--- src/rtl/synth_audio_pkg.sv ---
// Shared framing definitions for the Pmod audio paths, so the ADC receiver and
// DAC output agree on SCLK rate, slot count and sample type.
package synth_audio_pkg;

    typedef logic signed [15:0] sample_t;

    typedef enum logic {
        ChLeft  = 1'b0,
        ChRight = 1'b1
    } chan_e;

    localparam int unsigned AUDIO_CLK_PER_SCLK = 16;
    localparam int unsigned AUDIO_SLOTS        = 32;
    localparam int unsigned AUDIO_MCLK_DIV     = 4;

    // Divider bit whose value is a square wave at clk / AUDIO_MCLK_DIV.
    localparam int unsigned AUDIO_MCLK_TAP = $clog2(AUDIO_MCLK_DIV) - 1;

endpackage

--- src/rtl/i2s_clkgen.sv ---
// I2S master timing: divider and bit counters, registered MCLK/SCLK/LRCK and
// the per-bit capture and word-end strobes used by a deserialiser.
module i2s_clkgen
    import synth_audio_pkg::*;
#(
    parameter int unsigned WIDTH        = 16,
    parameter int unsigned CLK_PER_SCLK = AUDIO_CLK_PER_SCLK,
    parameter int unsigned SLOTS        = AUDIO_SLOTS
) (
    input  logic clk,
    input  logic rst_n,
    input  logic en,
    output logic mclk,
    output logic sclk,
    output logic lrck,
    output logic cap_bit,
    output logic left_end,
    output logic frame_end
);

    localparam int unsigned DIV_W = $clog2(CLK_PER_SCLK);
    localparam int unsigned BIT_W = $clog2(2 * SLOTS);

    localparam logic [DIV_W-1:0] DIV_LAST = DIV_W'(CLK_PER_SCLK - 1);
    localparam logic [DIV_W-1:0] SCLK_HI  = DIV_W'(CLK_PER_SCLK / 2);
    localparam logic [DIV_W-1:0] CAP_DIV  = DIV_W'(CLK_PER_SCLK / 2 + 1);
    localparam logic [BIT_W-1:0] BIT_LAST = BIT_W'(2 * SLOTS - 1);
    localparam logic [BIT_W-1:0] SLOTS_B  = BIT_W'(SLOTS);
    localparam logic [BIT_W-1:0] LSB_SLOT = BIT_W'(WIDTH);

    logic [DIV_W-1:0] div_cnt_q, div_cnt_d;
    logic [BIT_W-1:0] bit_cnt_q, bit_cnt_d;
    logic [BIT_W-1:0] slot;
    chan_e            chan;
    logic             cap_pt;
    logic             data_slot;
    logic             mclk_q, mclk_d;
    logic             sclk_q, sclk_d;
    logic             lrck_q, lrck_d;

    always_comb begin
        div_cnt_d = div_cnt_q;
        bit_cnt_d = bit_cnt_q;
        if (!en) begin
            div_cnt_d = '0;
            bit_cnt_d = '0;
        end else if (div_cnt_q == DIV_LAST) begin
            div_cnt_d = '0;
            bit_cnt_d = (bit_cnt_q == BIT_LAST) ? '0 : bit_cnt_q + 1'b1;
        end else begin
            div_cnt_d = div_cnt_q + 1'b1;
        end
    end

    always_comb begin
        chan      = (bit_cnt_q >= SLOTS_B) ? ChRight : ChLeft;
        slot      = (chan == ChRight) ? bit_cnt_q - SLOTS_B : bit_cnt_q;
        // Slot 0 is the I2S one-bit delay; slots past the LSB are padding.
        data_slot = (slot != '0) && (slot <= LSB_SLOT);
        cap_pt    = en && (div_cnt_q == CAP_DIV);
        cap_bit   = cap_pt && data_slot;
        left_end  = cap_pt && (slot == LSB_SLOT) && (chan == ChLeft);
        frame_end = cap_pt && (slot == LSB_SLOT) && (chan == ChRight);
    end

    always_comb begin
        mclk_d = en && div_cnt_q[AUDIO_MCLK_TAP];
        sclk_d = en && (div_cnt_q >= SCLK_HI);
        lrck_d = en && (chan == ChRight);
    end

    always_ff @(posedge clk or negedge rst_n) begin
        if (!rst_n) begin
            div_cnt_q <= '0;
            bit_cnt_q <= '0;
            mclk_q    <= 1'b0;
            sclk_q    <= 1'b0;
            lrck_q    <= 1'b0;
        end else begin
            div_cnt_q <= div_cnt_d;
            bit_cnt_q <= bit_cnt_d;
            mclk_q    <= mclk_d;
            sclk_q    <= sclk_d;
            lrck_q    <= lrck_d;
        end
    end

    assign mclk = mclk_q;
    assign sclk = sclk_q;
    assign lrck = lrck_q;

endmodule

--- src/rtl/i2s_receiver.sv ---
// Master-mode I2S receiver for the line-in ADC: deserialises stereo frames into a
// one-entry valid/ready buffer. I2S_RECEIVER_MONO_MIX_EN adds a registered mono mix.
module i2s_receiver
    import synth_audio_pkg::*;
#(
    parameter int unsigned WIDTH        = 16,
    parameter int unsigned CLK_PER_SCLK = AUDIO_CLK_PER_SCLK,
    parameter int unsigned SLOTS        = AUDIO_SLOTS
) (
    input  logic             clk,
    input  logic             rst_n,
    input  logic             en,
    output logic             mclk,
    output logic             lrck,
    output logic             sclk,
    input  logic             sdout,
    output logic [WIDTH-1:0] left,
    output logic [WIDTH-1:0] right,
    output logic             out_valid,
    input  logic             out_ready,
    output logic             overflow,
    input  logic             clr_ovf
`ifdef I2S_RECEIVER_MONO_MIX_EN
    ,
    output logic [WIDTH-1:0] mono
`endif
);

    logic cap_bit;
    logic left_end;
    logic frame_end;

    i2s_clkgen #(
        .WIDTH       (WIDTH),
        .CLK_PER_SCLK(CLK_PER_SCLK),
        .SLOTS       (SLOTS)
    ) u_clkgen (
        .clk      (clk),
        .rst_n    (rst_n),
        .en       (en),
        .mclk     (mclk),
        .sclk     (sclk),
        .lrck     (lrck),
        .cap_bit  (cap_bit),
        .left_end (left_end),
        .frame_end(frame_end)
    );

    logic [1:0]       sync_q;
    logic [WIDTH-1:0] shift_q, shift_d;
    logic [WIDTH-1:0] shadow_q, shadow_d;
    logic [WIDTH-1:0] shift_next;
    logic [WIDTH-1:0] left_q, left_d;
    logic [WIDTH-1:0] right_q, right_d;
    logic             valid_q, valid_d;
    logic             ovf_q, ovf_d;
    logic             load;

    // Includes the bit being captured this clk, so word ends need no extra cycle.
    assign shift_next = {shift_q[WIDTH-2:0], sync_q[1]};
    assign load       = frame_end;

    always_comb begin
        shift_d  = shift_q;
        shadow_d = shadow_q;
        if (!en) begin
            shift_d  = '0;
            shadow_d = '0;
        end else begin
            if (cap_bit) begin
                shift_d = shift_next;
            end
            if (left_end) begin
                shadow_d = shift_next;
            end
        end
    end

    always_comb begin
        left_d  = left_q;
        right_d = right_q;
        valid_d = valid_q;
        ovf_d   = ovf_q;
        if (load) begin
            left_d  = shadow_q;
            right_d = shift_next;
            valid_d = 1'b1;
        end else if (valid_q && out_ready) begin
            valid_d = 1'b0;
        end
        if (clr_ovf) begin
            ovf_d = 1'b0;
        end
        // Latest frame wins; the set takes priority over a same-cycle clear.
        if (load && valid_q && !out_ready) begin
            ovf_d = 1'b1;
        end
    end

    always_ff @(posedge clk or negedge rst_n) begin
        if (!rst_n) begin
            sync_q   <= '0;
            shift_q  <= '0;
            shadow_q <= '0;
            left_q   <= '0;
            right_q  <= '0;
            valid_q  <= 1'b0;
            ovf_q    <= 1'b0;
        end else begin
            sync_q   <= {sync_q[0], sdout};
            shift_q  <= shift_d;
            shadow_q <= shadow_d;
            left_q   <= left_d;
            right_q  <= right_d;
            valid_q  <= valid_d;
            ovf_q    <= ovf_d;
        end
    end

    assign left      = left_q;
    assign right     = right_q;
    assign out_valid = valid_q;
    assign overflow  = ovf_q;

`ifdef I2S_RECEIVER_MONO_MIX_EN
    logic [WIDTH:0]   mix_sum;
    logic [WIDTH-1:0] mono_q, mono_d;

    // Dropping the sum LSB is an arithmetic shift, i.e. rounds toward -inf.
    assign mix_sum = {shadow_q[WIDTH-1], shadow_q} + {shift_next[WIDTH-1], shift_next};

    always_comb begin
        mono_d = mono_q;
        if (load) begin
            mono_d = mix_sum[WIDTH:1];
        end
    end

    always_ff @(posedge clk or negedge rst_n) begin
        if (!rst_n) begin
            mono_q <= '0;
        end else begin
            mono_q <= mono_d;
        end
    end

    assign mono = mono_q;
`endif

endmodule

--- config.mk ---
export PLATFORM = sky130hd
export DESIGN_NAME = i2s_receiver
export DESIGN_NICKNAME = d
export VERILOG_FILES = /design/src/rtl/synth_audio_pkg.sv /design/src/rtl/i2s_clkgen.sv /design/src/rtl/i2s_receiver.sv
export SDC_FILE = /design/constraint.sdc
export NUM_CORES = 1
export LEC_CHECK = 0
export CAP_MARGIN = 30
export CORE_MARGIN = 2
export CORE_UTILIZATION = 40
export CTS_BUF_LIST = sky130_fd_sc_hd__clkbuf_16
export CTS_CLUSTER_DIAMETER = 50
export DETAILED_ROUTE_END_ITERATION = 10
export PLACE_DENSITY = 0.64
export SYNTH_ARGS = -nofsm -noshare
export SYNTH_HDL_FRONTEND = slang
export SYNTH_SLANG_ARGS = --single-unit
--- constraint.sdc ---
create_clock -name clk -period 2.5 [get_ports clk]
set_clock_uncertainty 0.2 [all_clocks]
set_input_delay 0.5 -clock clk [delete_from_list [all_inputs] [get_ports clk]]
set_output_delay 0.5 -clock clk [all_outputs]
set_load 0.03 [all_outputs]
# After elaboration in Yosys (flattened, before gate mapping)

Index checks and enable logic that the tools add are counted.

Memory bits (read-only): 0
Output and inout bits: 37
Latch bits: 0
Bits in registers: 80
Memory bits (writable): 0
Bits of input ports: 6
Memories kept: 0

Magnitude comparators: 3
Shift-type cells: 0
Equality and inequality tests: 7
Muxes and demuxes: 15
Bitwise operators: 1
Multipliers: 0
Divide/modulo/power cells: 0
Add/sub/neg operators: 3
Reductions and logical operators: 16

Operators with widths:

| kind                | count |
|---|---|
| $mux 16             | 2 |
| $mux 15             | 2 |
| $mux 6              | 4 |
| $logic_and 1x1->1   | 12 |
| $eq 4x4->1 const B  | 2 |
| $mux 4              | 2 |
| $add 6x1->6 const B | 1 |
| $eq 6x5->1 const B  | 1 |
| $eq 6x6->1 const B  | 1 |
| $ge 6x6->1 const B  | 1 |
| $le 6x5->1 const B  | 1 |
| $ne 2x1->1 const B  | 3 |
| $reduce_bool 6->1   | 1 |
| $sub 6x6->6 const B | 1 |
| $mux 1              | 5 |
| $add 4x1->4 const B | 1 |
| $ge 4x4->1 const B  | 1 |
| $reduce_bool 2->1   | 2 |
| $logic_not 1->1     | 1 |
| $not 1->1           | 1 |

# Logic depth before layout (Yosys ltp)

Gate-level depths: netlist of run 1.

Word-level depth: 9
Mapped depth: 7
Gate-level depth less buffers: 6

# Cells and area by module

From an unflattened synthesis of run 1, not the netlist that was laid out.

Cells, all modules: 244
Area, all modules: 3503.4 um2

Modules (own cells, without submodules):

| module       | area each (um2) | times used | cells each |
|---|---|---|---|
| i2s_receiver | 2806.4          | 1          | 176 |
| i2s_clkgen   | 696.9           | 1          | 68 |

# Least setup slack after synthesis of run 1

OpenSTA, ideal clock, no wires.

Path type: in2reg
From: input port en
To: register left_q[0], in the netlist left[0]
Buffers on the path: 2
Arrival time: 1.550 ns
Setup slack: 0.625 ns
Stages: 5
Cells stage by stage: buf_4 and4b_4 nand4_4 buf_6 mux2_4

Cells in the longest elaborated chain, start to end: 3

Ends and longest elaborated chain:

| item                           | RTL line            | RTL |
|---|---|---|
| start, declared                | i2s_receiver.sv:12  | `input logic en,` |
| $logic_and 1x1->1              | i2s_clkgen.sv:60    | `cap_pt = en && (div_cnt_q == CAP_DIV);` |
| $logic_and 1x1->1 (2 in a row) | i2s_clkgen.sv:63    | `frame_end = cap_pt && (slot == LSB_SLOT) && (chan == ChRight);` |
| end signal, assigned           | i2s_receiver.sv:113 | `left_q <= left_d;` |
| end, declared                  | i2s_receiver.sv:53  | `logic [WIDTH-1:0] left_q, left_d;` |

Every way passes these cells.
A chain may end at the register's enable or synchronous reset.

# Worst setup path in the final report of run 1

From: register left_q[3], in the netlist left[3]
To: output port left[3]

RTL lines:

| item          | RTL line           | RTL |
|---|---|---|
| end, declared | i2s_receiver.sv:17 | `output logic [WIDTH-1:0] left,` |

No word-level cell between the ends.

==> impl_metrics.tcl, run 1 <==
set metrics [dict create \
    synth_xor_area_share_pct 1.06 \
    critPathKind "flip-flop to output port" \
    avgSynthCellArea_um2 13.5 \
    io_pins 43 \
    syn_nets 257 \
    finalPower_mw 2.68 \
    fin_crit_sh_pct 83.7 \
    antenna_left 0 \
    timing.slew.headroom_pct 56.2 \
    cpLargestDelayFamily "buffers and inverters" \
    mostFrequentLayoutCells "dfrtp_1 (80), clkdlybuf4s50_1 (41), mux2_4 (26), o21ai_0 (22)" \
    required_ns 1.80 \
    placed_area_mm2 0.00383 \
    fin_util_pct 50.9 \
    drt_iter0_drc 140 \
    p_leak_nw 2.06 \
    cts.sinks 80 \
    crit_slowest_cell "clkdlybuf4s50_1" \
    ir_drop_mv 0.391 \
    clk_path_buf_depth 2 \
    cts_buffers 9 \
    hold_viol_final 3 \
    yosys.area_share.simple_pct 10.5 \
    slew_violations 0 \
    critPathLaunch "left[3]" \
    critPathBufInv 1 \
    drc_errors 0 \
    ys_seq_area_share_pct 60.5 \
    initial_core_util_pct 40.7 \
    place_congestion 0.762 \
    tns_ns 0 \
    cts_tree "done" \
    antenna_found_initial 0 \
    netlist_area_mm2 0.00331 \
    port_buffers 42 \
    die_h_um 95.0 \
    cp-end-kind "output port" \
    grt_pass1_wl_mm 10.1 \
    regToRegEndpoint "shift_q[4]" \
    synthToLayoutAreaGrowth_pct 25.1 \
    synth_fa_ha_area_share_pct 1.89 \
    fillerInstances 705 \
    stdcell_count 402 \
    worst-r2r-cell-count 6 \
    fin_area_mm2 0.00414 \
    rsz0062_at_grt "no" \
    crit_path_max_fanout 2 \
    startpoint_type "flip-flop" \
    route.vias.total 1948 \
    insertion_delay_ns 0.33 \
    gr-total-overflow 0 \
    power_density_mw_per_mm2 647 \
    grt_pass1_vias 1967 \
    synthMuxAreaShare_pct 18.0 \
    synth_warnings 0 \
    timing.hold.ws_ns -0.00652 \
    grt.total_usage_pct 14.9 \
    cpPeakStageDelay_ns 0.68 \
    setup_viol 0 \
    final_nets 303 \
    dp_hpwl_mm 3.85 \
    clk_pin_slew_ns 0.06 \
    ff2ff_setup_slack_ns 0.51 \
    worstPathCellList "clkdlybuf4s50_1" \
    cts_resized 0 \
    ctsHtreeMaxLevel 3 \
    cts-root-buf "clkbuf_16" \
    die_area_mm2 0.00902 \
    setup_ws_ns 0.408 \
    postCtsSetupBuffers 0 \
    postSynthCellCount 246 \
    cp.arrival_ns 1.39 \
    cts_hold_buf 0 \
    ys_types 29 \
    drt_pre_antenna_iters 4 \
    outcome "finished with violations" \
    drive_gt1_share_pct 19.5 \
    routedWlPerCell_um 14.6 \
    pre_cts_slack_ns 0.234 \
    clock.fmax_mhz 478 \
    final_common_cell "dfrtp_1" \
    max_cap_violations 0 \
    violations "negative hold slack" \
    viasPerCell 4.85 \
    synth_top_family_by_area "multiplexers" \
    wirelength_mm 5.86 \
    worstMarginPinSlew_ns 0.658 \
    core.rowCount 33 \
    synth_compound_area_share_pct 4.76 \
    worstReg2RegStart "u_clkgen.bit_cnt_q[0]" \
    die_w_um 95.0 \
    fin_crit_ns 2.09 \
    synth-seq-cells 80 \
    coreArea_mm2 0.00813 \
    n_antenna_cell 0 \
    dp_cells 386 \
    holdCritPathClass "input pin to asynchronous set/reset pin" \
    grt_max_degree 55 \
]
kinds of logic (layout without fill, tap and decap cells):
kind of cell               Yosys count  in the layout
AOI/OAI and AO/OA                   29             29
xor gates and xnor gates             4              4
adders and majority gates            5              5
buffers and inverters               20             71
DFF                                 80             80
muxes                               46             46
and+or+nand+nor                     62             62
sequential cells by signal (all words and copies together) (netlist names):
register / count
overflow: 1
left: 16
shift_q: 15
u_clkgen.lrck: 1
u_clkgen.sclk: 1
u_clkgen.mclk: 1
out_valid: 1
sync_q: 2
right: 16
u_clkgen.div_cnt_q: 4
shadow_q: 16
u_clkgen.bit_cnt_q: 6
cell usage after synthesis, drive strengths merged:
cell type,instances,area share (%)
o22ai,1,0.19
a21oi,2,0.30
and3,2,0.38
nand2b,1,0.19
nor3b,1,0.57
ha,5,1.9
dfrtp,80,60
and2,9,1.7
nand2,22,2.6
xnor2,3,0.79
o21ai,22,3.3
nand4b,2,0.53
o31ai,3,0.68
clkbuf,7,0.79
nor3,1,0.15
nand4,2,0.83
mux2i,15,4.5
xor2,1,0.26
inv,7,0.79
mux2,31,13
o41ai,1,0.26
buf,6,1.7
nand3,21,3.2
and4b,1,0.42
where the power goes:
| part | switching (mW) | internal [mW] |
|---|---|---|
| combinational | 0.0461 | 0.0197 |
| clock | 0.524 | 0.783 |
| sequential | 0.00500 | 1.30 |
final cells by class:
| class | instances | area, um2 | area share [%] |
|---|---|---|---|
| Timing Repair Buffer | 48 | 475 | 11.5 |
| Tap cell | 105 | 131 | 3.17 |
| Inverter | 7 | 26.3 | 0.635 |
| Clock inverter | 7 | 80.1 | 1.93 |
| Clock buffer | 9 | 225 | 5.44 |
| Sequential cell | 80 | 2000 | 48.4 |
| Multi-Input combinational cell | 146 | 1200 | 29.0 |
how the worst max path moves through the flow:
stage | to | slack, ns | cells past startpoint
after floorplan | left[0] | 0.63 | 5
after global placement | right[7] | 0.26 | 5
after detailed placement | left[7] | 0.23 | 5
after CTS | left[3] | 0.39 | 1
after global routing | left[6] | 0.36 | 1
final | left[3] | 0.41 | 1
per-layer routing:
| layer | vias up | share of wire (%) | global-route usage [%] |
|---|---|---|---|
| li1 | 949 | - | - |
| met1 | 948 | 51 | 21.8 |
| met2 | 39 | 42 | 20.6 |
| met3 | 12 | 4.4 | 4.07 |
| met4 | 0 | 1.9 | 6.88 |
| met5 | - | 0 | 0 |
(Power assumes the default switching activity.)
==> run 2, diff against run 1 <==
==> constraint.sdc (replaced) <==
create_clock -name clk -period 2 [get_ports clk]
set_clock_uncertainty 0.2 [all_clocks]
set_input_delay 0.4 -clock clk [delete_from_list [all_inputs] [get_ports clk]]
set_output_delay 0.4 -clock clk [all_outputs]
set_load 0.03 [all_outputs]
==> run 2 against run 1 <==
Net effect:
- the flow now finishes without violations
- global-route usage fell by 0.51 points
- design area grew 4.6%
- non-clock buffer count rose by 12
- total power grew 23%
- die area stayed put
- setup slack got worse by 0.37 ns
- clock-buffer cell count stayed put
- critical endpoint is now right[10]
- highest routed layer unchanged
==> impl_metrics.tcl, run 2 (same netlist as run 1, synthesis figures left out) <==
set metrics [dict create \
    p_leak_nw 2.34 \
    drc_errors 0 \
    insertion_delay_ns 0.32 \
    place_congestion 0.770 \
    initial_core_util_pct 40.7 \
    final_nets 315 \
    crit_path_max_fanout 2 \
    ctsHtreeMaxLevel 3 \
    hold_depth 0 \
    antenna_left 0 \
    max_cap_violations 0 \
    path_depth 1 \
    grt_pass1_wl_mm 9.85 \
    drt_pre_antenna_iters 4 \
    worstPathCellList "clkdlybuf4s50_1" \
    routedWlPerCell_um 15.3 \
    worstMarginPinSlew_ns 0.440 \
    synthToLayoutAreaGrowth_pct 30.8 \
    grt.total_usage_pct 14.4 \
    cts_tree "done" \
    cpLargestDelayFamily "buffers and inverters" \
    setup_ws_ns 0.0367 \
    holdCritPathClass "flip-flop to flip-flop" \
    power_density_mw_per_mm2 760 \
    required_ns 1.40 \
    startpoint_type "flip-flop" \
    placed_area_mm2 0.00391 \
    port_buffers 42 \
    critPathBufInv 1 \
    cp.arrival_ns 1.36 \
    grt_pass1_vias 1988 \
    clk_pin_slew_ns 0.06 \
    crit_slowest_cell "clkdlybuf4s50_1" \
    fillerInstances 696 \
    cts.sinks 80 \
    ir_drop_mv 0.379 \
    wirelength_mm 6.32 \
    fin_area_mm2 0.00433 \
    dp_hpwl_mm 3.95 \
    n_antenna_cell 0 \
    clock.fmax_mhz 509 \
    fin_util_pct 53.2 \
    outcome "complete, no violations" \
    cts_buffers 9 \
    io_pins 43 \
    die_area_mm2 0.00902 \
    slew_violations 0 \
    finalPower_mw 3.29 \
    timing.slew.headroom_pct 70.7 \
    fin_crit_ns 1.96 \
    fin_crit_sh_pct 98.2 \
    worst-r2r-cell-count 6 \
    dp_cells 391 \
    die_h_um 95.0 \
    rsz0062_at_grt "no" \
    critPathKind "flip-flop to output port" \
    cpPeakStageDelay_ns 0.68 \
    hold_viol_final 0 \
    gr-total-overflow 0 \
    final_common_cell "dfrtp_1" \
    route.vias.total 2028 \
    cts-root-buf "clkbuf_16" \
    coreArea_mm2 0.00813 \
    pre_cts_slack_ns -0.163 \
    die_w_um 95.0 \
    viasPerCell 4.90 \
    grt_max_degree 46 \
    cp-end-kind "output port" \
    antenna_found_initial 0 \
    drive_gt1_share_pct 22.3 \
    clk_path_buf_depth 2 \
    mostFrequentLayoutCells "dfrtp_1 (80), clkdlybuf4s50_1 (31), mux2_4 (26), o21ai_0 (22)" \
    stdcell_count 414 \
    drt_iter0_drc 88 \
    setup_viol 0 \
    core.rowCount 33 \
]
[run 2: cell count changes in the layout (fill, tap and decap cells not counted), moves of 3 or more]
cell | previous run | this run
clkdlybuf4s50_1 | 41 | 31
buf_12 | 1 | 4
buf_4 | 6 | 11
dlymetal6s2s_1 | 0 | 10
[run 2: where the power goes]
| part | switching (mW) | internal [mW] |
|---|---|---|
| Sequential | 0.00688 | 1.63 |
| Combinational | 0.0623 | 0.0311 |
| Clock | 0.610 | 0.952 |
[run 2: layer usage]
layer / track usage [%] / share of wire [%] / vias to the layer above
li1: - / - / 973
met1: 20.8 / 50 / 1016
met5: 0 / 0 / -
met2: 21.0 / 46 / 32
met3: 2.55 / 2.7 / 7
met4: 6.88 / 1.5 / 0
[run 2: path summary, 6_finish.rpt]
check / from / to / slack (ns)
min in group asynchronous: rst_n / u_clkgen.sclk / 0.34
worst min register to register: sync_q[0] / sync_q[1] / 0.15
worst max register to register: u_clkgen.div_cnt_q[1] / left[2] / 0.08
worst min-delay path: sync_q[0] / sync_q[1] / 0.15
max in group asynchronous: rst_n / left[4] / 0.67
worst max-delay path: right[10] / right[10] / 0.04
[run 2: per-stage QoR]
stage	setup TNS, ns	hold slack [ns]
after floorplan	0	-0.0956
after global placement	-4.46	0.133
after detailed placement	-5.93	0.137
after CTS	0	0.151
after global routing	0	0.159
final	0	0.148
[run 2: repair_timing]
action                                 CTS  global route
endpoints found under the hold margin   27             0
buffers inserted                         0             3
hold buffers                             1             0
resized for setup                        0            13
setup endpoints to repair                0            42
[run 2: area by class of cell]
cell class,count,area [um2],share of cell area (%)
inverter,7,26.3,0.607
tap,105,131,3.03
timing repair buffer,60,669,15.5
multi-input combinational,146,1210,28.0
sequential,80,2000,46.2
clock buffer,9,225,5.20
clock inverter,7,62.6,1.45
==> run 3, diff against run 2 <==
--- a/config.mk
+++ b/config.mk
@@ -6,12 +6,13 @@
 export NUM_CORES = 1
 export LEC_CHECK = 0
 export CAP_MARGIN = 30
+export CORE_ASPECT_RATIO = 1.2
 export CORE_MARGIN = 2
 export CORE_UTILIZATION = 40
 export CTS_BUF_LIST = sky130_fd_sc_hd__clkbuf_16
 export CTS_CLUSTER_DIAMETER = 50
 export DETAILED_ROUTE_END_ITERATION = 10
-export PLACE_DENSITY = 0.64
+export PLACE_DENSITY = 0.66
 export SYNTH_ARGS = -nofsm -noshare
 export SYNTH_HDL_FRONTEND = slang
 export SYNTH_SLANG_ARGS = --single-unit
==> run 3 against run 2 <==
Net effect:
- critical path depth stayed put
- routed wire length down 6.1%
- sequential power about the same
- non-clock buffer count down 7
- sequential cell count is the same
- via count fell by 1.2%
- design area fell by 1.1%
- clock-buffer cell count did not move
- critical endpoint is now right[2]
==> impl_metrics.tcl, run 3 (same netlist as run 1, synthesis figures left out) <==
set metrics [dict create \
    outcome "complete, no violations" \
    place_congestion 0.737 \
    dr_wl_met3_um 171 \
    multi_input_area_mm2 0.00120 \
    ff2ff_setup_slack_ns 0.10 \
    cts_tree "done" \
    initial_core_util_pct 41.1 \
    die_area_mm2 0.00902 \
    die_w_um 87.1 \
    drt_iter0_drc 125 \
    cts-root-buf "clkbuf_16" \
    crit_path_end "right[2]" \
    drive_gt1_share_pct 20.2 \
    wirelength_mm 5.94 \
    fillerInstances 658 \
    cts.sinks 80 \
    synthToLayoutAreaGrowth_pct 29.3 \
    p_leak_nw 2.35 \
    routed-wl-met2_mm 2.80 \
    grt.total_usage_pct 14.4 \
    die_h_um 104 \
    antenna_found_initial 0 \
    required_ns 1.40 \
    dp_hpwl_mm 3.81 \
    path_depth 1 \
    cts_buffers 9 \
    insertion_delay_ns 0.33 \
    hold_depth 0 \
    drt_pre_antenna_iters 4 \
    worst-r2r-cell-count 6 \
    slew_violations 0 \
    drc_errors 0 \
    antenna_left 0 \
    wl_met1_mm 2.85 \
    regArea_mm2 0.00200 \
    timing.slew.headroom_pct 68.4 \
    cp.arrival_ns 1.37 \
    grt_pass1_vias 2042 \
    crit_path_max_fanout 2 \
    rsz0062_at_grt "no" \
    core.rowCount 36 \
    critPathBufInv 1 \
    power_density_mw_per_mm2 842 \
    cp-end-kind "output port" \
    ctsHtreeMaxLevel 3 \
    holdCritPathClass "flip-flop to flip-flop" \
    n_antenna_cell 0 \
    tns_ns 0 \
    max_cap_violations 0 \
    fin_crit_ns 1.97 \
    cpPeakStageDelay_ns 0.67 \
    worstPathCellList "clkdlybuf4s50_1" \
    route.vias.total 2003 \
    clk_path_buf_depth 2 \
    worstReg2RegStart "u_clkgen.div_cnt_q[1]" \
    port_buffers 42 \
    final_nets 308 \
    setup_viol 0 \
    cpLargestDelayFamily "buffers and inverters" \
    mostFrequentLayoutCells "dfrtp_1 (80), clkdlybuf4s50_1 (28), mux2_4 (26), o21ai_0 (22)" \
    gr-total-overflow 0 \
    worstMarginPinSlew_ns 0.475 \
    final_common_cell "dfrtp_1" \
    crit_slowest_cell "clkdlybuf4s50_1" \
    coreArea_mm2 0.00806 \
    grt_max_degree 46 \
    fin_crit_sh_pct 98.4 \
    regToRegEndpoint "left[4]" \
    postCtsSetupBuffers 0 \
    viasPerCell 5.05 \
    clk_pin_slew_ns 0.06 \
    top_layer "met4" \
    startpoint_type "flip-flop" \
    io_pins 43 \
    critPathLaunch "right[2]" \
    routedWlPerCell_um 15.0 \
    critPathKind "flip-flop to output port" \
    clock.fmax_mhz 508 \
    hold_viol_final 0 \
    finalPower_mw 3.61 \
    ir_drop_mv 0.471 \
    grt_pass1_wl_mm 10.2 \
]
[run 3: changes by cell type in the layout (fill, tap and decap cells not counted), sizes merged, moves of 2 or more]
cell,previous run,this run
bufinv,1,3
clkinvlp,2,0
clkdlybuf4s50,31,28
dlygate4sd2,0,2
buf,16,11
clkbuf,11,9
[run 3: per-layer routing]
layer	vias to the layer above	track usage, %
met2	34	21.0
met5	-	0
met1	1004	20.5
met3	8	3.59
met4	0	6.03
li1	957	-
[run 3: stage by stage]
stage | std cells | setup WS, ns | utilization [%] | hold slack, ns | cell area (um2)
6_report | 397 | 0.0317 | 53.1 | 0.153 | 4280
5_1_grt | 397 | 0.0000602 | 53.1 | 0.178 | 4280
4_1_cts | 397 | 0.00487 | 52.8 | 0.155 | 4250
3_5_place_dp | 380 | -0.130 | 48.4 | 0.141 | 3900
3_3_place_gp | 380 | -0.126 | 48.4 | 0.137 | 3900
2_1_floorplan | 246 | 0.130 | - | -0.0956 | 3310
[run 3: worst min-delay path by stage]
stage,from,slack [ns],end
2_1_floorplan,rst_n,-0.1,left[0]
3_3_place_gp,sync_q[0],0.14,sync_q[1]
3_5_place_dp,sync_q[0],0.14,sync_q[1]
4_1_cts,sync_q[0],0.15,sync_q[1]
5_1_grt,sync_q[0],0.18,sync_q[1]
6_report,sync_q[0],0.15,sync_q[1]
[run 3: area by class of cell]
class	instances	share of cell area, %
sequential	80	46.8
multi-input combinational	146	28.0
timing repair buffer	53	13.8
clock buffer	9	5.26
clock inverter	7	2.78
tap	95	2.78
inverter	7	0.614
[run 3: repair_timing]
| action | 4_1_cts | 5_1_grt |
|---|---|---|
| hold endpoints to repair | 32 | 0 |
| endpoints found under the setup margin | 2 | 11 |
| gates resized for setup | 2 | 11 |
| hold buffers | 1 | 0 |
[run 3: where the power goes]
group / leakage (nW) / internal (mW) / switching [mW]
Sequential: 1.11 / 1.63 / 0.00596
Combinational: 1.07 / 0.0297 / 0.0580
Clock: 0.169 / 1.22 / 0.663
